File: src/rtl/posit_construct_pipe_pkg.sv
// Shared posit definitions: default geometry, special encodings and the
// field bundle passed between extraction, the adder core and construction.
package posit_pkg;

   localparam int POSIT_N  = 8;
   localparam int POSIT_ES = 3;
   localparam int POSIT_RS = $clog2(POSIT_N);
   localparam int POSIT_FW = POSIT_N - POSIT_ES + 2;

   // Result fields; frac carries the hidden one in its MSB
   typedef struct packed {
      logic                     sign;
      logic [POSIT_RS+1:0]      regime;
      logic [POSIT_ES-1:0]      exp;
      logic [POSIT_N-POSIT_ES+2:0] frac;
      logic                     sticky;
      logic                     inf;
      logic                     zero;
   } posit_fields_t;

   // Not-a-Real: a one followed by n-1 zeros, right-aligned in 64 bits
   function automatic logic [63:0] nar(input int n);
      nar = 64'(1) << (n - 1);
   endfunction

   // Largest positive posit: zero sign bit followed by n-1 ones
   function automatic logic [63:0] maxpos(input int n);
      maxpos = (64'(1) << (n - 1)) - 64'(1);
   endfunction

endpackage

File: src/rtl/posit_construct_pipe_if.sv
// Handshake and payload bundle around the posit construction pipeline.
// The slave side is the pipeline, the master side feeds and drains it.
interface posit_construct_pipe_if import posit_pkg::*; #(
   parameter int N  = POSIT_N,
   parameter int ES = POSIT_ES
);

   localparam int RS = $clog2(N);

   logic              in_valid;
   logic              in_ready;
   logic              in_sign;
   logic [RS+1:0]     in_regime;
   logic [ES-1:0]     in_exp;
   logic [N-ES+2:0]   in_frac;
   logic              in_sticky;
   logic              in_inf;
   logic              in_zero;

   logic              out_valid;
   logic              out_ready;
   logic [N-1:0]      out_posit;
   logic              out_inf;
   logic              out_zero;

   modport slave (
      input  in_valid, in_sign, in_regime, in_exp, in_frac, in_sticky, in_inf, in_zero,
      output in_ready,
      output out_valid, out_posit, out_inf, out_zero,
      input  out_ready
   );

   modport master (
      output in_valid, in_sign, in_regime, in_exp, in_frac, in_sticky, in_inf, in_zero,
      input  in_ready,
      input  out_valid, out_posit, out_inf, out_zero,
      output out_ready
   );

endinterface

File: src/rtl/posit_construct_pipe_round.sv
// Final rounding step: round-to-nearest-even on the kept magnitude, posit
// saturation (never to zero or NaR), two's complement for negatives and the
// NaR / zero overrides.
module posit_round_rne import posit_pkg::*; #(
   parameter int N = POSIT_N
) (
   input  logic         sign,
   input  logic [N-2:0] kept,
   input  logic         guard,
   input  logic         sticky,
   input  logic         sat_max,
   input  logic         sat_min,
   input  logic         inf,
   input  logic         zero,
   output logic [N-1:0] posit,
   output logic         is_inf,
   output logic         is_zero
);

   localparam logic [N-1:0] NAR_CODE   = N'(nar(N));
   localparam logic [N-2:0] MAXPOS_MAG = (N-1)'(maxpos(N));
   localparam logic [N-2:0] MINPOS_MAG = {{(N-2){1'b0}}, 1'b1};

   logic         round_up;
   logic [N-1:0] sum;
   logic [N-2:0] mag;

   // Round the magnitude, clamp it into [minpos, maxpos], then apply sign and specials
   always_comb begin
      round_up = guard & (kept[0] | sticky);
      sum      = {1'b0, kept} + {{(N-1){1'b0}}, round_up};
      mag      = sum[N-2:0];
      if (sum[N-1]) begin
         mag = MAXPOS_MAG;
      end
      if (mag == '0) begin
         mag = MINPOS_MAG;
      end
      if (sat_max) begin
         mag = MAXPOS_MAG;
      end else if (sat_min) begin
         mag = MINPOS_MAG;
      end
      posit   = sign ? (~{1'b0, mag} + {{(N-1){1'b0}}, 1'b1}) : {1'b0, mag};
      is_inf  = 1'b0;
      is_zero = 1'b0;
      if (inf) begin
         posit  = NAR_CODE;
         is_inf = 1'b1;
      end else if (zero) begin
         posit   = '0;
         is_zero = 1'b1;
      end
   end

endmodule

File: src/rtl/posit_construct_pipe.sv
// Packs sign/regime/exponent/fraction fields back into an N-bit posit.
// Stage 1 holds the incoming fields; the regime/exponent/fraction bit string
// is built and rounded from that register into the stage 2 output register.
module posit_construct_pipe import posit_pkg::*; #(
   parameter int N  = POSIT_N,
   parameter int ES = POSIT_ES,
   parameter int RS = $clog2(N)
) (
   input  logic                    clk,
   input  logic                    reset,
   posit_construct_pipe_if.slave   bus
);

   // Fraction bits after the hidden one, body = exponent + fraction
   localparam int FW = N - ES + 2;
   localparam int BW = ES + FW;
   // At least 2N, and wide enough that the longest regime pushes no body bit off the end
   localparam int SW = (2 * N > N - 1 + BW) ? 2 * N : N - 1 + BW;

   logic              s1_valid;
   logic              s1_sign;
   logic [RS+1:0]     s1_regime;
   logic [ES-1:0]     s1_exp;
   logic [FW-1:0]     s1_frac;
   logic              s1_sticky;
   logic              s1_inf;
   logic              s1_zero;
   logic              s1_advance;

   logic              s2_valid;
   logic [N-1:0]      s2_posit;
   logic              s2_inf;
   logic              s2_zero;

   int                k;
   int                reg_len;
   logic [SW-1:0]     body_vec;
   logic [SW-1:0]     str;
   logic [N-2:0]      kept;
   logic              guard;
   logic              sticky;
   logic              sat_max;
   logic              sat_min;

   logic [N-1:0]      rnd_posit;
   logic              rnd_inf;
   logic              rnd_zero;

   assign s1_advance    = ~s2_valid | bus.out_ready;
   assign bus.in_ready  = ~s1_valid | s1_advance;
   // A sync reset flushes everything, so nothing may be handed off in that cycle
   assign bus.out_valid = s2_valid & ~reset;
   assign bus.out_posit = s2_posit;
   assign bus.out_inf   = s2_inf;
   assign bus.out_zero  = s2_zero;

   // Stage 1 register: capture the fields whenever the stage can take a new entry
   always_ff @(posedge clk) begin
      if (reset) begin
         s1_valid  <= 1'b0;
         s1_sign   <= 1'b0;
         s1_regime <= '0;
         s1_exp    <= '0;
         s1_frac   <= '0;
         s1_sticky <= 1'b0;
         s1_inf    <= 1'b0;
         s1_zero   <= 1'b0;
      end else if (bus.in_ready) begin
         s1_valid <= bus.in_valid;
         if (bus.in_valid) begin
            s1_sign   <= bus.in_sign;
            s1_regime <= bus.in_regime;
            s1_exp    <= bus.in_exp;
            s1_frac   <= bus.in_frac[FW-1:0];
            s1_sticky <= bus.in_sticky;
            s1_inf    <= bus.in_inf;
            s1_zero   <= bus.in_zero;
         end
      end
   end

   // Build regime|exponent|fraction MSB-first and split it into kept, guard and sticky
   always_comb begin
      k       = int'($signed(s1_regime));
      sat_max = (k >= N - 2);
      sat_min = (k < -(N - 2));
      if (k >= 0) begin
         reg_len = k + 2;
      end else begin
         reg_len = 1 - k;
      end
      if (reg_len > N - 1) begin
         reg_len = N - 1;
      end
      body_vec = {s1_exp, s1_frac, {(SW-BW){1'b0}}} >> reg_len;
      if (k >= 0) begin
         str = body_vec | ~({SW{1'b1}} >> (reg_len - 1));
      end else begin
         str = body_vec | ({1'b1, {(SW-1){1'b0}}} >> (reg_len - 1));
      end
      kept   = str[SW-1 -: N-1];
      guard  = str[SW-N];
      sticky = (|str[SW-N-1:0]) | s1_sticky;
   end

   posit_round_rne #(.N(N)) u_round (
      .sign    (s1_sign),
      .kept    (kept),
      .guard   (guard),
      .sticky  (sticky),
      .sat_max (sat_max),
      .sat_min (sat_min),
      .inf     (s1_inf),
      .zero    (s1_zero),
      .posit   (rnd_posit),
      .is_inf  (rnd_inf),
      .is_zero (rnd_zero)
   );

   // Stage 2 output register: load a rounded result when the consumer side frees up
   always_ff @(posedge clk) begin
      if (reset) begin
         s2_valid <= 1'b0;
         s2_posit <= '0;
         s2_inf   <= 1'b0;
         s2_zero  <= 1'b0;
      end else if (s1_advance) begin
         s2_valid <= s1_valid;
         if (s1_valid) begin
            s2_posit <= rnd_posit;
            s2_inf   <= rnd_inf;
            s2_zero  <= rnd_zero;
         end
      end
   end

endmodule
File: src/flat_wrapper.sv
// flat-port wrapper written by rule: the top's interface ports become plain ports
module posit_construct_pipe_flat import posit_pkg::*;
#(
   parameter int N  = POSIT_N,
   parameter int ES = POSIT_ES,
   parameter int RS = $clog2(N)
)
  (clk, reset, bus_in_valid, bus_in_sign, bus_in_regime, bus_in_exp, bus_in_frac, bus_in_sticky, bus_in_inf, bus_in_zero, bus_in_ready, bus_out_valid, bus_out_posit, bus_out_inf, bus_out_zero, bus_out_ready);
  posit_construct_pipe_if #(.N(N), .ES(ES)) bus_i ();
  input  logic clk;
  input  logic reset;
  input wire logic [$bits(bus_i.in_valid)-1:0] bus_in_valid;
  input wire logic [$bits(bus_i.in_sign)-1:0] bus_in_sign;
  input wire logic [$bits(bus_i.in_regime)-1:0] bus_in_regime;
  input wire logic [$bits(bus_i.in_exp)-1:0] bus_in_exp;
  input wire logic [$bits(bus_i.in_frac)-1:0] bus_in_frac;
  input wire logic [$bits(bus_i.in_sticky)-1:0] bus_in_sticky;
  input wire logic [$bits(bus_i.in_inf)-1:0] bus_in_inf;
  input wire logic [$bits(bus_i.in_zero)-1:0] bus_in_zero;
  output wire logic [$bits(bus_i.in_ready)-1:0] bus_in_ready;
  output wire logic [$bits(bus_i.out_valid)-1:0] bus_out_valid;
  output wire logic [$bits(bus_i.out_posit)-1:0] bus_out_posit;
  output wire logic [$bits(bus_i.out_inf)-1:0] bus_out_inf;
  output wire logic [$bits(bus_i.out_zero)-1:0] bus_out_zero;
  input wire logic [$bits(bus_i.out_ready)-1:0] bus_out_ready;
  assign bus_i.in_valid = bus_in_valid;
  assign bus_i.in_sign = bus_in_sign;
  assign bus_i.in_regime = bus_in_regime;
  assign bus_i.in_exp = bus_in_exp;
  assign bus_i.in_frac = bus_in_frac;
  assign bus_i.in_sticky = bus_in_sticky;
  assign bus_i.in_inf = bus_in_inf;
  assign bus_i.in_zero = bus_in_zero;
  assign bus_in_ready = bus_i.in_ready;
  assign bus_out_valid = bus_i.out_valid;
  assign bus_out_posit = bus_i.out_posit;
  assign bus_out_inf = bus_i.out_inf;
  assign bus_out_zero = bus_i.out_zero;
  assign bus_i.out_ready = bus_out_ready;
  posit_construct_pipe #(.N(N), .ES(ES), .RS(RS)) u_core (.clk(clk), .reset(reset), .bus(bus_i));
endmodule
File: config.mk
export PLATFORM = sky130hd
export DESIGN_NAME = posit_construct_pipe_flat
export DESIGN_NICKNAME = d
export VERILOG_FILES = /design/src/rtl/posit_construct_pipe_pkg.sv /design/src/rtl/posit_construct_pipe_if.sv /design/src/rtl/posit_construct_pipe_round.sv /design/src/rtl/posit_construct_pipe.sv /design/src/flat_wrapper.sv
export SDC_FILE = /design/constraint.sdc
export NUM_CORES = 1
export LEC_CHECK = 0
export BUFFER_PORTS_ARGS = -buffer_cell sky130_fd_sc_hd__buf_4
export CAP_MARGIN = 40
export CORE_MARGIN = 5
export CORE_UTILIZATION = 30
export CTS_CLUSTER_DIAMETER = 40
export DETAILED_ROUTE_END_ITERATION = 16
export GPL_ROUTABILITY_DRIVEN = 0
export PLACE_DENSITY = 0.51
export SYNTH_ARGS = -nofsm -noshare
export SYNTH_HDL_FRONTEND = slang
export SYNTH_SLANG_ARGS = --single-unit
File: constraint.sdc
create_clock -name clk -period 8.2 [get_ports clk]
set_input_delay 0.41 -clock clk [delete_from_list [all_inputs] [get_ports clk]]
set_output_delay 0.41 -clock clk [all_outputs]
set_load 0.01 [all_outputs]
== Word-level counts from Yosys, hierarchy flattened ==
Cells that the tools add are included.
Storage, ports and cells
  bits in registers: 31
  input bits: 24
  output and inout port bits: 12
Cells by class
  $add $sub $neg: 5
  order comparisons: 4
  shifts and indexed selects: 3
  multiplexer cells: 13
  bitwise gates (word level): 13
  reductions and logical operators: 4
Operators with widths (count)
  $mux W32: 2
  $shr A17 B32 Y17 const A: 2
  $or A17 B17 Y17: 2
  $gt A32 B4 Y1 const B: 1
  $shr A17 B32 Y17: 1
  $sub A32 B2 Y32 const B: 1
  $mux W7: 4
  $mux W8: 3
  $mux W17: 1
  $not A17 Y17: 1
  $reduce_or A9 Y1: 1
  $add A7 B1 Y8: 1
  $add A8 B1 Y8 const B: 1
  $not A7 Y8: 1
  $logic_not A7 Y1: 1
  $add A5 B3 Y6 const B: 1
  $sub A2 B5 Y6 const A: 1
  $ge A5 B1 Y1 const B: 1
  $ge A5 B4 Y1 const B: 1
  $lt A5 B4 Y1 const B: 1
  $or A1 B1 Y1: 4
  $reduce_and A2 Y1: 2
  $mux W1: 3
  $not A1 Y1: 3
  $and A1 B1 Y1: 2

== Logic depth before layout (Yosys ltp) ==
Gate-level depths: netlist of run 1.
  depth after elaboration: 24
  mapped depth: 32
  mapped depth without buffers: 26

== By module ==
A second synthesis of run 1 with hierarchy kept.
Second synthesis, totals
  cell total of the unflattened synthesis: 359
  area total of the unflattened synthesis: 2728.9 um2
By module, submodules not included
  posit_construct_pipe: times used 1, cells an instance 278, area each 2203.4 um2, seq. area each 620.6 um2
  posit_round_rne: times used 1, cells an instance 81, area each 525.5 um2, seq. area each 0.0 um2

== Least setup slack after synthesis of run 1 ==
Ideal clock, no wire load.
  path type: register -> register
  start point: register u_core.s1_regime[1]
  end point: register u_core.s2_posit[4] (netlist: u_core.bus.out_posit[4])
  library setup time: 0.132 ns
  arrival: 6.032 ns
  data required time: 8.068 ns
  setup slack: 2.035 ns
  cell stages (with the launch flop): 31
  clock period less this slack: 6.165 ns
  cell sequence: dfxtp_1 buf_6 inv_1 ha_1 o21a_1 mux4_2 nand2_2 inv_2 ha_1 clkbuf_1 clkbuf_1 nand2_1 ha_1 nor4b_1 and4_1 clkbuf_1 nand3_1 or3_1 and3b_1 a221oi_2 or2_2 ha_1 nor2_1 nand3_1 a211oi_2 a211oi_1 ha_1 nand2b_1 o21ba_2 o41ai_1 a21oi_1
On the way
  word-level cells in the longest chain between the ends: 24
RTL lines
  start: declaration: RTL line posit_construct_pipe.sv:22  | logic [RS+1:0] s1_regime;
  start signal: assignment: RTL line posit_construct_pipe.sv:72  | s1_regime <= bus.in_regime;
  $sub A2 B5 Y6 (tied with other cells): RTL line posit_construct_pipe.sv:90  | reg_len = 1 - k;
  $mux W32: RTL line posit_construct_pipe.sv:87  | if (k >= 0) begin
  $gt A32 B4 Y1: RTL line posit_construct_pipe.sv:92  | if (reg_len > N - 1) begin
  $mux W32: RTL line posit_construct_pipe.sv:92
  $sub A32 B2 Y32: RTL line posit_construct_pipe.sv:97, posit_construct_pipe.sv:99
  $shr A17 B32 Y17: RTL line posit_construct_pipe.sv:97  | str = body_vec | ~({SW{1'b1}} >> (reg_len - 1));
  $not A17 Y17: RTL line posit_construct_pipe.sv:97
  $or A17 B17 Y17: RTL line posit_construct_pipe.sv:97
  [8 not listed]
  $mux W7: RTL line posit_construct_pipe_round.sv:36  | if (mag == '0) begin
  $mux W7: RTL line posit_construct_pipe_round.sv:41  | end else if (sat_min) begin
  $mux W7 *: RTL line posit_construct_pipe_round.sv:39  | if (sat_max) begin
  $not A7 Y8: RTL line posit_construct_pipe_round.sv:44  | posit = sign ? (~{1'b0, mag} + {{(N-1){1'b0}}, 1'b1}) : {1'b0, mag};
  $add A8 B1 Y8: RTL line posit_construct_pipe_round.sv:44
  $mux W8 *: RTL line posit_construct_pipe_round.sv:44
  $mux W8 *: RTL line posit_construct_pipe_round.sv:50  | end else if (zero) begin
  $mux W8 *: RTL line posit_construct_pipe_round.sv:47  | if (inf) begin
  end signal: assignment: RTL line posit_construct_pipe.sv:130  | s2_posit <= rnd_posit;
  end: declaration: RTL line posit_construct_pipe.sv:31  | logic [N-1:0] s2_posit;
Every way passes the cells marked *; elsewhere a longest branch is shown, timed or not.
A chain may end at the register's enable or synchronous reset.

== Worst setup path after layout of run 1 ==
Same ends and word-level chain as after synthesis.

==> results of run 1 <==
-- kinds of logic after synthesis --
logic type / Yosys count
and+or+nand+nor: 175
AOI/OAI and AO/OA: 129
buffers and inverters: 39
DFF: 31
adders and majority gates: 14
xor gates and xnor gates: 9
muxes: 7
other: 1
-- worst max path at each step --
stage | start | endpoint | depth (start not counted)
2_1_floorplan | u_core.s1_regime[1] | u_core.bus.out_posit[4] | 30
3_3_place_gp | u_core.s1_regime[1] | u_core.bus.out_posit[4] | 26
3_5_place_dp | u_core.s1_regime[1] | u_core.bus.out_posit[4] | 24
4_1_cts | u_core.s1_regime[1] | u_core.bus.out_posit[4] | 24
5_1_grt | u_core.s1_regime[1] | u_core.bus.out_posit[4] | 24
6_report | u_core.s1_regime[1] | u_core.bus.out_posit[4] | 26
-- power breakdown --
| part | internal, uW | switching (uW) | total, uW |
|---|---|---|---|
| clock network | 98.3 | 59.0 | 157 |
| registers | 160 | 11.3 | 171 |
| logic | 74.1 | 112 | 186 |
| total | 332 | 182 | 514 |
-- metal layers --
layer / vias up / global-route usage (%) / share of wire [%]
met5: - / 0 / 0
met4: 0 / 5.254 / 2.4
met3: 18 / 1.996 / 4.9
met2: 98 / 22.97 / 46
met1: 1426 / 20.74 / 46
li1: 1547 / - / -
-- layout make-up --
type | instances | area [sq um] | share of cell area (%)
Clock buffer | 6 | 82.58 | 2.397
Clock inverter | 2 | 35.03 | 1.017
Inverter | 16 | 60.06 | 1.743
Multi-Input combinational cell | 342 | 2213 | 64.23
Sequential cell | 31 | 620.6 | 18.01
Tap cell | 133 | 166.4 | 4.829
Timing Repair Buffer | 36 | 267.8 | 7.771
-- flip-flops by register name, indices dropped and copies added (netlist names) --
| register | cells |
|---|---|
| u_core.s1_inf | 1 |
| u_core.bus.out_zero | 1 |
| u_core.bus.out_posit | 8 |
| u_core.s2_valid | 1 |
| u_core.s1_regime | 5 |
| u_core.s1_sign | 1 |
| u_core.s1_zero | 1 |
| u_core.s1_sticky | 1 |
| u_core.s1_exp | 3 |
| u_core.s1_valid | 1 |
| u_core.s1_frac | 7 |
| u_core.bus.out_inf | 1 |
-- critical path, stage by stage, from the launching register on --
cell and delay (ns):
dfxtp_1 0.54, inv_1 0.13, ha_1 0.28, o21a_1 0.14, mux4_2 0.64, nand2_2 0.26, inv_2 0.14, ha_1 0.43
nand2_1 0.14, ha_1 0.23, nor4b_1 0.38, and4_1 0.41, nand3_1 0.17, or3_1 0.40, and3b_1 0.23, a221oi_2 0.33
or2_2 0.18, ha_1 0.18, nor2_1 0.07, nand3_1 0.11, a211oi_2 0.10, a211oi_1 0.40, ha_1 0.29, nand2b_1 0.17
o21ba_2 0.17, o41ai_1 0.36, a21oi_1 0.11
-- cells in the final DEF (no fill, tap or decap), types with 3 or more instances in the layout --
cell type,count
nor2_1,27
o22ai_1,3
nand4_1,3
or3_1,6
nor4b_1,4
conb_1,8
a21oi_1,41
nor2b_1,6
nand2b_1,4
o211ai_1,7
nor4bb_1,3
a31oi_1,4
inv_1,15
nor3_1,14
dfxtp_1,31
o21a_1,3
ha_1,14
a211o_1,4
nand3_1,11
o2111ai_1,3
a21o_1,3
mux2i_1,3
a22oi_1,3
clkbuf_8,6
nand2_1,68
buf_4,35
o41ai_1,4
o21ai_0,16
o21ai_1,4
o211a_1,3
a211oi_2,3
xnor2_1,7
and2_1,4
-- through the flow --
step / std cells / hold WS [ns] / util [%] / power, uW
global placement: 557 / 0.4501 / 34.16 / 357.3
global route: 566 / 0.3608 / 35.42 / 550.8
detailed placement: 558 / 0.4623 / 34.21 / 358.6
finish: 566 / 0.3497 / 35.42 / 514.0
floorplan: 412 / 0.4474 / - / 312.7
CTS: 566 / 0.3323 / 35.42 / 519.5
==> impl_metrics.tcl, run 1 <==
set metrics [dict create \
    status "completed" \
    p_per_area_nw_per_um2 149.2 \
    grt_max_degree 34 \
    die_w_um 109.8 \
    synth_ff_type "dfxtp_1" \
    fillers 1083 \
    worstPathRequired_ns 8.36 \
    wl_per_cell_um 14.64 \
    yosysTopAreaCell "dfxtp_1" \
    nets 470 \
    hold_class "input pin to flip-flop" \
    grt_pass1_vias 2968 \
    synth_compound_area_share_pct 31.09 \
    viasPerCell 5.458 \
    synth-simple-area-share_pct 30.00 \
    cts_buffers 5 \
    clk_pin_slew_ns 0.07 \
    syn_area_sq_um 2987 \
    relSlewSlack_pct 47.96 \
    synth_xor_area_share_pct 2.891 \
    ys_types 78 \
    peakVddDrop_mv 0.1039 \
    synth_edf_count 0 \
    die-area_sq_um 12050 \
    die_h_um 109.8 \
    fmax_mhz 140.5 \
    setup_tns_ns 0 \
    drv_cap 0 \
    rows 36 \
    min_from "bus_in_valid" \
    cp_max_fo 16 \
    drt-initial-drc-count 245 \
    period_minus_slack_ns 7.116 \
    place_area_sq_um 3328 \
    clock_latency_ns 0.28 \
    yosysSeqAreaShare_pct 20.78 \
    cts_resized 0 \
    crit_type "flip-flop to flip-flop" \
    ioPinCount 36 \
    cts.sinks 31 \
    reg2reg_setup_slack_ns 1.08 \
    worstSetupEndpointType "flip-flop" \
    firstDrtPassIters 6 \
    syn_avg_cell_area_sq_um 7.374 \
    drv_slew 0 \
    async_flop_share_pct 0 \
    grt_first_pass_wirelength_um 14430 \
    cts_tree "done" \
    num_antenna_cells 0 \
    areaGrowthSynthToFinish_pct 15.37 \
    dp_hpwl_um 6173 \
    holdBufCountCts 0 \
    cts_setup_buffers 0 \
    tightest_slew_ns 0.7751 \
    clk_path_buf_depth 2 \
    r2r-start "u_core.s1_regime[1]" \
    crit_arrival_ns 7.28 \
    worstSetupStartpointType "flip-flop" \
    r2r_end "u_core.bus.out_posit[4]" \
    htreeDepth 2 \
    design_area_sq_um 3446 \
    synth_top_cell_area_share_pct 20.78 \
    synth_most_common_cell "nand2_1" \
    p_leak_uw 0.001289 \
    dr_total_vias 3089 \
    synth_top_family_by_area "compound AO/OA/AOI/OAI gates" \
    synth_area_leaders "dfxtp_1, nand2_1, a21oi_1, ha_1, nor2_1" \
    grt-ovfl-total 0 \
    start_util_pct 30.70 \
    grt_use_total_pct 14.76 \
    holdPathEnd "u_core.s1_valid" \
    clock-skew-final_ns 0.008272 \
    setup_ws_ns 1.084 \
    io_buffers 34 \
    syn_inst 405 \
    wirelength_um 8284 \
    drive_above_1_share_pct 17.32 \
    reg2reg_depth 26 \
    dp_slack_ns 1.080 \
    remaining_drc_errors 0 \
    rsz0062_at_grt "false" \
    synth_common_cells "nand2_1, a21oi_1, dfxtp_1" \
    post-route-period-util_pct 86.78 \
    cts_root_buffer "clkbuf_8" \
    hold_path_depth 3 \
    synth_fa_ha_area_share_pct 5.865 \
    ys_ff_latch 31 \
    yosysWarnings 0 \
    antenna_left 0 \
    antenna_found_initial 0 \
    hold_viol 0 \
    muxShareOfSynthArea_pct 3.268 \
    core_area_sq_um 9729 \
    setup_violations 0 \
]
(Power assumes the default switching activity.)
==> run 2, diff against run 1 <==
--- a/config.mk
+++ b/config.mk
@@ -7,6 +7,7 @@
 export LEC_CHECK = 0
 export BUFFER_PORTS_ARGS = -buffer_cell sky130_fd_sc_hd__buf_4
 export CAP_MARGIN = 40
+export CORE_ASPECT_RATIO = 1.75
 export CORE_MARGIN = 5
 export CORE_UTILIZATION = 30
 export CTS_CLUSTER_DIAMETER = 40
==> constraint.sdc (replaced) <==
create_clock -name clk -period 8.2 [get_ports clk]
set_input_delay 1.23 -clock clk [delete_from_list [all_inputs] [get_ports clk]]
set_output_delay 1.23 -clock clk [all_outputs]
set_load 0.01 [all_outputs]
==> run 2 against run 1 <==
Power rose by 4.6%. Utilization did not move. Fmax rose by 3.5%. Sequential cell count did not move. Worst setup slack improved by 0.24 ns. Non-clock buffer count rose by 1. Clock-buffer cell count did not move. Combinational power barely moved. Register-to-register slack improved by 0.24 ns. Critical path type unchanged. Critical endpoint unchanged. Largest cell class unchanged. Highest routed layer unchanged.
==> impl_metrics.tcl, run 2 (synthesized netlist as in run 1, its figures left out) <==
set metrics [dict create \
    status "completed" \
    antenna_found_initial 0 \
    setup_violations 0 \
    die_h_um 142.0 \
    clock-skew-final_ns 0.002427 \
    fmax_mhz 145.5 \
    period_minus_slack_ns 6.874 \
    peakVddDrop_mv 0.1480 \
    whs_ns 0.4802 \
    largest_reg_flops 8 \
    worstSetupEndpointType "flip-flop" \
    areaGrowthSynthToFinish_pct 16.09 \
    grt_pass1_vias 3085 \
    setup_tns_ns 0 \
    post-route-period-util_pct 83.83 \
    num_antenna_cells 0 \
    holdBufCountCts 0 \
    seq_area_sq_um 620.6 \
    cts_tree "done" \
    ioPinCount 36 \
    dr_total_vias 3087 \
    die_w_um 85.43 \
    cp_max_fo 16 \
    hold_class "flip-flop to flip-flop" \
    worstSetupStartpointType "flip-flop" \
    die-area_sq_um 12130 \
    antenna_left 0 \
    nets 471 \
    final_common_cell "nand2_1" \
    start_util_pct 30.51 \
    hold_viol 0 \
    clk_path_buf_depth 2 \
    grt_first_pass_wirelength_um 14680 \
    clk_pin_slew_ns 0.05 \
    clock_latency_ns 0.28 \
    wirelength_um 8847 \
    rows 48 \
    io_buffers 34 \
    multi_input_area_sq_um 2213 \
    cts_resized 0 \
    wl_per_cell_um 15.83 \
    fillers 1046 \
    drv_slew 0 \
    htreeDepth 2 \
    cts_buffers 5 \
    firstDrtPassIters 4 \
    drt-initial-drc-count 304 \
    crit_arrival_ns 7.03 \
    grt-ovfl-total 0 \
    core_area_sq_um 9789 \
    drv_cap 0 \
    drive_above_1_share_pct 17.28 \
    cts.sinks 31 \
    remaining_drc_errors 0 \
    grt_max_degree 34 \
    crit_type "flip-flop to flip-flop" \
    cts_root_buffer "clkbuf_16" \
    cts_setup_buffers 0 \
    p_leak_uw 0.001300 \
    p_per_area_nw_per_um2 155.1 \
    final_cell_mix "nand2_1, a21oi_1, buf_4" \
    dp_hpwl_um 6786 \
    worstPathRequired_ns 8.35 \
    viasPerCell 5.522 \
    rsz0062_at_grt "false" \
    tightest_slew_ns 0.7837 \
    grt_use_total_pct 14.90 \
    relSlewSlack_pct 47.56 \
]
run 2: cell types whose count changed in the layout (fill, tap and decap cells not counted), sizes merged:
cell	previous run	this run
buf	36	37
bufinv	1	0
clkinvlp	0	1
run 2: metal layers:
layer	up-vias	routed length [um]	global-route usage, %
met5	-	0	0
met4	0	515	10.93
met3	29	333	1.970
met2	85	4501	26.72
met1	1428	3496	15.56
li1	1545	-	-
run 2: per-stage QoR:
stage / total power, uW / setup WS (ns) / utilization [%] / std cells / area (sq um)
final: 537.9 / 1.326 / 35.42 / 559 / 3467
after CTS: 542.6 / 1.321 / 35.42 / 559 / 3467
after floorplan: 312.7 / 2.035 / - / 412 / 3013
after global placement: 359.6 / 1.425 / 33.92 / 550 / 3321
after detailed placement: 360.8 / 1.373 / 33.97 / 551 / 3326
after global routing: 573.5 / 0.6488 / 35.42 / 559 / 3467
run 2: final timing paths:
check	from	end	slack (ns)	cells after the start
min reg2reg	u_core.bus.out_posit[4]	u_core.bus.out_posit[4]	0.48	2
min	u_core.bus.out_posit[4]	u_core.bus.out_posit[4]	0.48	2
max reg2reg	u_core.s1_regime[1]	u_core.bus.out_posit[4]	1.33	26
max	u_core.s1_regime[1]	u_core.bus.out_posit[4]	1.33	26
run 2: layout make-up:
cell class / count / share of cell area (%)
tap: 125 / 4.511
timing repair buffer: 37 / 7.939
multi-input combinational: 342 / 63.84
clock buffer: 6 / 3.717
sequential: 31 / 17.90
clock inverter: 2 / 0.3609
inverter: 16 / 1.732
run 2: worst max-delay path, cell delays in order, from the launching register on:
cell and delay, ns:
dfxtp_1 0.54, inv_1 0.12, ha_1 0.28, o21a_1 0.14, mux4_2 0.63, nand2_2 0.26, inv_2 0.14, ha_1 0.26
nand2_1 0.07, ha_1 0.23, nor4b_1 0.43, and4_1 0.42, nand3_1 0.19, or3_1 0.41, and3b_1 0.23, a221oi_2 0.32
or2_2 0.18, ha_1 0.18, nor2_1 0.07, nand3_1 0.11, a211oi_2 0.10, a211oi_1 0.38, ha_1 0.28, nand2b_1 0.16
o21ba_2 0.17, o41ai_1 0.36, a21oi_1 0.10
run 2: report_power, final:
| part | internal, uW | total, uW | leakage, uW | switching [uW] |
|---|---|---|---|---|
| registers | 160 | 172 | 0.000255 | 12.0 |
| clock network | 112 | 179 | 0.0000669 | 67.0 |
| logic | 74.5 | 187 | 0.000978 | 113 |
| total | 346 | 538 | 0.00130 | 192 |
==> run 3, diff against run 2 <==
--- a/config.mk
+++ b/config.mk
@@ -5,6 +5,7 @@
 export SDC_FILE = /design/constraint.sdc
 export NUM_CORES = 1
 export LEC_CHECK = 0
+export ABC_AREA = 1
 export BUFFER_PORTS_ARGS = -buffer_cell sky130_fd_sc_hd__buf_4
 export CAP_MARGIN = 40
 export CORE_ASPECT_RATIO = 1.75
@@ -13,7 +14,7 @@
 export CTS_CLUSTER_DIAMETER = 40
 export DETAILED_ROUTE_END_ITERATION = 16
 export GPL_ROUTABILITY_DRIVEN = 0
-export PLACE_DENSITY = 0.51
+export PLACE_DENSITY = 0.52
 export SYNTH_ARGS = -nofsm -noshare
 export SYNTH_HDL_FRONTEND = slang
 export SYNTH_SLANG_ARGS = --single-unit
==> constraint.sdc (replaced) <==
create_clock -name clk -period 6 [get_ports clk]
set_input_delay 0.9 -clock clk [delete_from_list [all_inputs] [get_ports clk]]
set_output_delay 0.9 -clock clk [all_outputs]
set_load 0.01 [all_outputs]
==> run 3 against run 2 <==
Worst setup slack worse by 0.54 ns. Wire length down 7.9%. Sequential power rose by 34%. Worst hold slack worse by 0.016 ns. Clock-buffer cell count rose by 2. Critical path depth rose by 10. Non-clock buffer count is 1 higher. Sequential cell count unchanged. Die area shrank 0.19%. Sequential share of layout area is 0.084 points lower. Highest routed layer unchanged. Combinational power up 88%.
==> impl_metrics.tcl, run 3 <==
set metrics [dict create \
    peakVddDrop_mv 0.2502 \
    dp_hpwl_um 6706 \
    start_util_pct 30.44 \
    synth_area_leaders "dfxtp_1, nand2_1, nand3_1, nor2_1, inv_1" \
    yosysTopAreaCell "dfxtp_1" \
    cp_max_fo 15 \
    rows 48 \
    areaGrowthSynthToFinish_pct 16.88 \
    cts_buffers 5 \
    hold_viol 0 \
    dr_total_vias 3061 \
    syn_inst 476 \
    cts.sinks 31 \
    synth_top_family_by_area "simple AND/OR/NAND/NOR gates" \
    htreeDepth 2 \
    die-area_sq_um 12110 \
    firstDrtPassIters 4 \
    drv_cap 0 \
    nets 549 \
    largest_reg_flops 8 \
    core_area_sq_um 9789 \
    worstSetupEndpointType "flip-flop" \
    wl_per_cell_um 12.80 \
    synth_fa_ha_area_share_pct 5.877 \
    cts_resized 0 \
    ioPinCount 36 \
    cts_tree "done" \
    fin_util_pct 35.58 \
    synth_xor_area_share_pct 1.427 \
    die_w_um 85.35 \
    path_delay_family "simple AND/OR/NAND/NOR gates" \
    p_leak_uw 0.001664 \
    period_minus_slack_ns 5.215 \
    antenna_left 0 \
    reg2reg_depth 36 \
    dp.cells 629 \
    io_buffers 34 \
    clk_pin_slew_ns 0.05 \
    crit_slowest_cell "dfxtp_1" \
    syn_avg_cell_area_sq_um 6.261 \
    status "completed" \
    holdBufCountCts 0 \
    max_stage_delay_ns 0.42 \
    crit_type "flip-flop to flip-flop" \
    synth-simple-area-share_pct 49.75 \
    grt_first_pass_wirelength_um 13710 \
    worstPathRequired_ns 6.20 \
    cts_setup_buffers 0 \
    synth_most_common_cell "nand2_1" \
    antenna_found_initial 0 \
    relSlewSlack_pct 50.16 \
    worstSetupStartpointType "flip-flop" \
    crit_arrival_ns 5.42 \
    drt-initial-drc-count 194 \
    grt_pass1_vias 3010 \
    wirelength_um 8151 \
    tightest_slew_ns 0.7419 \
    hold_class "flip-flop to flip-flop" \
    ys_ff_latch 31 \
    remaining_drc_errors 0 \
    cts_root_buffer "clkbuf_16" \
    syn_area_sq_um 2980 \
    synth_ff_type "dfxtp_1" \
    synth_edf_count 0 \
    die_h_um 141.9 \
    setup_violations 0 \
    yosysSeqAreaShare_pct 20.82 \
    fmax_mhz 191.7 \
    muxShareOfSynthArea_pct 0 \
    clk_path_buf_depth 2 \
    ys_types 37 \
    hold_path_depth 2 \
    synth_top_cell_area_share_pct 20.82 \
    post-route-period-util_pct 86.92 \
    clock-skew-final_ns 0.006687 \
    synth_compound_area_share_pct 10.83 \
    async_flop_share_pct 0 \
    final_common_cell "nand2_1" \
    drive_above_1_share_pct 18.75 \
    grt-ovfl-total 0 \
    yosysWarnings 0 \
    synth_common_cells "nand2_1, nand3_1, nor2_1" \
    p_per_area_nw_per_um2 241.3 \
    drv_slew 0 \
    grt_max_degree 38 \
    rsz0062_at_grt "false" \
    cp.depth 36 \
    setup_tns_ns 0 \
    num_antenna_cells 0 \
    grt_use_total_pct 13.92 \
    viasPerCell 4.805 \
    fillers 1088 \
    instances_no_fill 637 \
    final_cell_mix "nand2_1, nand3_1, nor2_1" \
    path_buf_inv 5 \
    clock_latency_ns 0.28 \
]
[run 3: cell count changes after synthesis, moves of 16 or more]
cell,previous run,this run
nand3_1,11,65
a21oi_1,41,19
nand3_2,0,16
nor2_1,27,54
inv_1,15,47
nand2_1,68,121
[run 3: per-stage QoR]
stage               worst slack, ns  power (uW)  cell area [sq um]  hold WS (ns)
global placement             0.7942       582.0               3327        0.4556
finish                       0.7845       840.5               3483        0.4644
floorplan                     1.550       510.3               3007        0.4396
detailed placement           0.7508       584.7               3327        0.4601
global route                 0.1165       906.7               3483        0.4915
CTS                          0.7311       851.0               3483        0.4681
[run 3: power breakdown]
| group | switching, uW | internal (uW) |
|---|---|---|
| sequential | 9.25 | 221 |
| clock | 83.2 | 176 |
| combinational | 230 | 121 |
| total | 323 | 518 |
[run 3: metal layers]
| metal | global-route usage, % | part of all wire (%) | routed length [um] |
|---|---|---|---|
| met2 | 27.34 | 56 | 4571 |
| met4 | 6.672 | 3.1 | 256 |
| met5 | 0 | 0 | 0 |
| met1 | 14.01 | 38 | 3116 |
| met3 | 1.685 | 2.5 | 207 |
[run 3: worst paths after layout]
check | startpoint | end | slack [ns]
setup reg to reg | u_core.s1_regime[1] | u_core.bus.out_posit[4] | 0.78
hold reg to reg | u_core.bus.out_posit[0] | u_core.bus.out_posit[0] | 0.46
hold / removal | u_core.bus.out_posit[0] | u_core.bus.out_posit[0] | 0.46
setup / recovery | u_core.s1_regime[1] | u_core.bus.out_posit[4] | 0.78
[run 3: kinds of logic (layout without fill, tap and decap cells)]
family | after synthesis | in the layout
flip-flops | 31 | 31
adder cells (fa/ha/maj) | 14 | 14
AND/OR/NAND/NOR | 300 | 300
other | 1 | 8
AO/OA/AOI/OAI | 53 | 53
XOR/XNOR | 4 | 4
buffers and inverters | 73 | 102
[run 3: tightest hold or removal path, cell delays in order, from the launching register on]
cell and delay [ns]:
dfxtp_1 0.30, nand2_1 0.06, a21oi_1 0.05
[run 3: cell type report]
cell class / instances / area (sq um) / share of cell area, %
Clock buffer: 8 / 156.4 / 4.490
Inverter: 56 / 211.5 / 6.070
Multi-Input combinational cell: 379 / 2053 / 58.94
Sequential cell: 31 / 620.6 / 17.82
Tap cell: 125 / 156.4 / 4.490
Timing Repair Buffer: 38 / 285.3 / 8.190
